--- src/rtl/pipelined_alu_hs.sv ---
// pipelined_alu_hs: 8-op WIDTH-bit ALU with valid/ready handshakes on both sides.
// Single-cycle ops finish on the accept edge. DIV/MOD use a restoring divider
// that spends exactly WIDTH cycles in CALC. Only one operation is in flight.
module pipelined_alu_hs #(
    parameter int unsigned WIDTH = 8
) (
    input  logic             clk,
    input  logic             reset,
    input  logic             in_valid,
    output logic             in_ready,
    input  logic [2:0]       op,
    input  logic [WIDTH-1:0] a,
    input  logic [WIDTH-1:0] b,
    output logic             out_valid,
    input  logic             out_ready,
    output logic [WIDTH-1:0] out,
    output logic             carry,
    output logic             div0
);

    localparam int unsigned CW = $clog2(WIDTH);

    localparam logic [2:0] OP_XOR  = 3'd0;
    localparam logic [2:0] OP_SHL  = 3'd1;
    localparam logic [2:0] OP_MOD  = 3'd2;
    localparam logic [2:0] OP_NAND = 3'd3;
    localparam logic [2:0] OP_SHR  = 3'd4;
    localparam logic [2:0] OP_ADD  = 3'd5;
    localparam logic [2:0] OP_SUB  = 3'd6;
    localparam logic [2:0] OP_DIV  = 3'd7;

    typedef enum logic [1:0] {IDLE, CALC, DONE} state_t;

    state_t           state, state_d;
    logic [2:0]       op_q, op_d;
    logic [WIDTH-1:0] b_q, b_d;
    logic [WIDTH-1:0] rem_q, rem_d;
    logic [WIDTH-1:0] quo_q, quo_d;
    logic [CW-1:0]    cnt_q, cnt_d;
    logic [WIDTH-1:0] out_d;
    logic             carry_d, div0_d;

    logic             accept;
    logic [WIDTH:0]   sum, diff, trial;
    logic [WIDTH-1:0] alu_res;
    logic             alu_carry;
    logic [WIDTH-1:0] rem_step, quo_step;
    logic             big_shift;

    assign in_ready  = (state == IDLE);
    assign out_valid = (state == DONE);
    assign accept    = in_valid && in_ready;

    assign sum       = {1'b0, a} + {1'b0, b};
    assign diff      = {1'b0, a} - {1'b0, b};
    assign big_shift = (b >= WIDTH'(WIDTH));

    // Single-cycle result computed straight from the operands on the accept edge
    always_comb begin
        alu_res   = '0;
        alu_carry = 1'b0;
        case (op)
            OP_XOR:  alu_res = a ^ b;
            OP_SHL:  alu_res = big_shift ? '0 : (a << b);
            OP_NAND: alu_res = ~(a & b);
            OP_SHR:  alu_res = big_shift ? '0 : (a >> b);
            OP_ADD:  begin alu_res = sum[WIDTH-1:0];  alu_carry = sum[WIDTH];  end
            OP_SUB:  begin alu_res = diff[WIDTH-1:0]; alu_carry = diff[WIDTH]; end
            default: alu_res = '0;
        endcase
    end

    // One restoring-divider iteration: shift in next dividend bit, trial-subtract B
    always_comb begin
        trial = {rem_q, quo_q[WIDTH-1]} - {1'b0, b_q};
        if (trial[WIDTH]) begin
            rem_step = {rem_q[WIDTH-2:0], quo_q[WIDTH-1]};
            quo_step = {quo_q[WIDTH-2:0], 1'b0};
        end else begin
            rem_step = trial[WIDTH-1:0];
            quo_step = {quo_q[WIDTH-2:0], 1'b1};
        end
    end

    // Next-state and next-output logic
    always_comb begin
        state_d = state;
        op_d    = op_q;
        b_d     = b_q;
        rem_d   = rem_q;
        quo_d   = quo_q;
        cnt_d   = cnt_q;
        out_d   = out;
        carry_d = carry;
        div0_d  = div0;
        case (state)
            IDLE: begin
                if (accept) begin
                    op_d = op;
                    b_d  = b;
                    if (op == OP_DIV || op == OP_MOD) begin
                        if (b == '0) begin
                            state_d = DONE;
                            out_d   = (op == OP_DIV) ? '1 : a;
                            carry_d = 1'b0;
                            div0_d  = 1'b1;
                        end else begin
                            state_d = CALC;
                            rem_d   = '0;
                            quo_d   = a;
                            cnt_d   = '0;
                        end
                    end else begin
                        state_d = DONE;
                        out_d   = alu_res;
                        carry_d = alu_carry;
                        div0_d  = 1'b0;
                    end
                end
            end
            CALC: begin
                rem_d = rem_step;
                quo_d = quo_step;
                cnt_d = cnt_q + CW'(1);
                if (cnt_q == CW'(WIDTH - 1)) begin
                    state_d = DONE;
                    out_d   = (op_q == OP_DIV) ? quo_step : rem_step;
                    carry_d = 1'b0;
                    div0_d  = 1'b0;
                end
            end
            DONE: begin
                if (out_ready) state_d = IDLE;
            end
            default: state_d = IDLE;
        endcase
    end

    // State and datapath registers with synchronous reset
    always_ff @(posedge clk) begin
        if (reset) begin
            state <= IDLE;
            op_q  <= '0;
            b_q   <= '0;
            rem_q <= '0;
            quo_q <= '0;
            cnt_q <= '0;
            out   <= '0;
            carry <= 1'b0;
            div0  <= 1'b0;
        end else begin
            state <= state_d;
            op_q  <= op_d;
            b_q   <= b_d;
            rem_q <= rem_d;
            quo_q <= quo_d;
            cnt_q <= cnt_d;
            out   <= out_d;
            carry <= carry_d;
            div0  <= div0_d;
        end
    end

endmodule

--- config.mk ---
export PLATFORM = sky130hd
export DESIGN_NAME = pipelined_alu_hs
export DESIGN_NICKNAME = d
export VERILOG_FILES = /design/src/rtl/pipelined_alu_hs.sv
export SDC_FILE = /design/constraint.sdc
export NUM_CORES = 1
export LEC_CHECK = 0
export BUFFER_PORTS_ARGS = -buffer_cell sky130_fd_sc_hd__buf_2
export CORE_UTILIZATION = 35
export CTS_BUF_LIST = sky130_fd_sc_hd__clkbuf_8
export DETAILED_ROUTE_END_ITERATION = 7
export MAX_ROUTING_LAYER = met4
export PLACE_DENSITY = 0.56
export SLEW_MARGIN = 20
export SYNTH_ARGS = -nofsm -noshare
export SYNTH_HDL_FRONTEND = slang
export SYNTH_SLANG_ARGS = --single-unit
--- constraint.sdc ---
create_clock -name clk -period 3.2 [get_ports clk]
set_input_delay 0.16 -clock clk [delete_from_list [all_inputs] [get_ports clk]]
set_output_delay 0.16 -clock clk [all_outputs]
set_load 0.02 [all_outputs]
==> qor.yml <==
postRouteAntennaNets: 0
met2_usage: 0.341
cts-resized-gates: 0
numCtsBuffers: 5
synth-seq-cells: 42
use_met1: 0.339
crit_chain: "inv_1 -> ha_1 -> inv_1 -> fa_1 -> a21oi_2 -> o211a_4 -> or3_1 -> a211oi_1 -> o221ai_1 -> a41oi_1"
status: "finished clean"
cts_tree: "yes"
combPwrFrac: 0.374
p_sw_frac: 0.358
antenna_cells: 0
grt_pass1_wl_um: 20600
worst_ep_arrival_time_ps: 2900
cp-start-kind: "register"
layout_min_cycle_time_ps: 2670
holdPathStages: 3
holdCritPathClass: "in -> reg"
seqPwrFrac: 0.329
yosys_warnings: 0
placed_area_um2: 4290
dp_hpwl_um: 9860
cap_violations: 0
fin_cells: 681
start_util: 0.366
clk_latency_ps: 300
clkTransAtPathRegs_ps: 90
syn2layout_area_growth_pct: 9.66
switchingPower_mw: 0.639
r2r_cells: 10
r2r-end: "out[3]"
fmax_mhz: 374
end_kind: "register"
place_inst: 673
totalWireLength_um: 13000
top_usage_layer: "met2"
max_stage_delay_ps: 480
drv_slew: 0
die_area_um2: 12000
synth_area_leaders: "dfxtp_1 (21%), ha_1 (8.0%), nand2_1 (5.9%), a21oi_1 (4.7%), mux4_2 (3.9%)"
grt.overflow.total: 0
synth_nets: 579
htreeDepth: 2
p_per_area_nw_per_um2: 403
cts-root-buf: "clkbuf_8"
postLayoutCoreUtil: 0.402
vias: 4129
setup_tns_ps: 0
synth_top_area_share: 0.208
synth_top_flop_cell: "dfxtp_1"
min_to: "b_q[6]"
std_cell_rows: 38
drt_iter0_drc: 372
synth_area_um2: 4040
async_flop_share: 0
antenna_found_initial: 0
io_pins: 35
cts_hold_buf: 0
total_power_mw: 1.79
path_class: "reg -> reg"
cp_common_cell: "inv_1"
worst_slew_pin_slew_ps: 781
leakagePower_nw: 1.74
port_buffers: 34
intPower_mw: 1.15
grt_max_degree: 43
drc: 0
fin_nets: 592
layout_common_cells: "nand2_1 (63), dfxtp_1 (42), nor2_1 (39)"
fp.dieH_um: 109
grt_pass1_vias: 3762
r2r_start: "quo_q[7]"
timing.hold.ws_ps: 180
grt_use_met3: 0.0362
crit_family: "compound AO/OA/AOI/OAI gates"
via_per_inst: 6.06
p_clk_frac: 0.297
cts_setup_buffers: 0
die_x_um: 109
clock_sinks: 42
setup_violations: 0
setup_slack_ps: 527
rsz0062_at_grt: "no"
fillers: 1167
hold_viol_final: 0
fin_crit_sh: 0.835
cp_slowest_cell: "or3_1"
synth_edf_count: 0
cp_max_fo: 8
fin_skew_ps: 6.87
hold_start: "b[6]"
ys_types: 68
routedWlPerCell_um: 19.1
reg2reg_slack_ps: 530
synth_area_leader_cell: "dfxtp_1"
required_ps: 3420
cp.buffers_inverters: 2
clock_path_buffers: 2
drive_above_1_share: 0.139
ys_seq_area_frac: 0.208
stdcell_area_um2: 4430
max_slew_margin: 0.479
grt_use_total: 0.234
final_common_cell: "nand2_1"
core-area_um2: 11000
irDropWorstVdd_mv: 0.182
place_ws_ps: 553
first_pass_iters: 4
syn-instance-count: 527
avgSynthCellArea_um2: 7.67
place_congestion: 0.962
[layout make-up]
cell class | count | area [µm²] | area share
clock inverter | 2 | 60.1 | 0.0136
multi-input combinational | 422 | 2940 | 0.664
clock buffer | 6 | 82.6 | 0.0186
inverter | 27 | 101 | 0.0229
tap | 140 | 175 | 0.0395
sequential | 42 | 841 | 0.190
timing repair buffer | 42 | 230 | 0.0519
[power by group through the flow]
| stage | combinational, mW | clock, mW | sequential [mW] |
|---|---|---|---|
| 6_report | 0.669 | 0.530 | 0.588 |
| 3_3_place_gp | 0.655 | 0 | 0.598 |
| 2_1_floorplan | 0.479 | 0 | 0.604 |
| 3_5_place_dp | 0.661 | 0 | 0.599 |
| 4_1_cts | 0.664 | 0.539 | 0.587 |
| 5_1_grt | 0.736 | 0.559 | 0.592 |
[worst max-delay path by stage]
stage	from	to	cells past startpoint
2_1_floorplan	b[1]	carry	10
3_3_place_gp	b[1]	carry	9
6_report	quo_q[7]	out[3]	10
4_1_cts	quo_q[7]	out[3]	10
5_1_grt	quo_q[7]	out[6]	10
3_5_place_dp	quo_q[7]	out[3]	10
[cells by family (layout without fill, tap and decap cells)]
| kind of cell | Yosys count | count (layout) | synth area share |
|---|---|---|---|
| XOR/XNOR | 14 | 14 | 0.0303 |
| multiplexers | 21 | 21 | 0.0743 |
| AND/OR/NAND/NOR | 191 | 191 | 0.231 |
| adder cells (fa/ha/maj) | 29 | 29 | 0.0954 |
| buffers and inverters | 63 | 77 | 0.0647 |
| AO/OA/AOI/OAI | 167 | 167 | 0.296 |
| flip-flops | 42 | 42 | 0.208 |
[state kept, by name (all words and copies together), names as in the netlist]
signal / cells
div0: 1
out: 8
state: 2
quo_q: 8
op_q: 3
cnt_q: 3
b_q: 8
carry: 1
rem_q: 8
[layer usage]
metal,wire length (µm),vias up,part of all wire
met2,5670,132,0.44
met4,148,0,0.011
met3,821,15,0.063
li1,-,1984,-
met5,0,-,0
met1,6380,1998,0.49
[synth_stat cells (all sizes together) (5+ instances only)]
master   number
nand2        63
dfxtp        42
a21oi        40
nor2         40
inv          27
ha           26
o21ai        25
clkbuf       24
nor3         22
o211ai       19
buf          12
mux2i        12
and3         11
nand3        11
a211oi       10
a311oi       10
xnor2        10
nand2b        8
o21a          8
mux4          7
nor2b         7
or3           7
a2111oi       5
nand3b        5
[worst register-to-register path: cells and delay by family (launching register included)]
| family | cells | cell delay (ps) |
|---|---|---|
| buf+inv | 2 | 130 |
| compound gates | 5 | 1200 |
| simple gates | 1 | 480 |
| flops | 1 | 360 |
| fa+ha+maj | 2 | 410 |
Note: power is estimated with default switching activity, not from simulation.
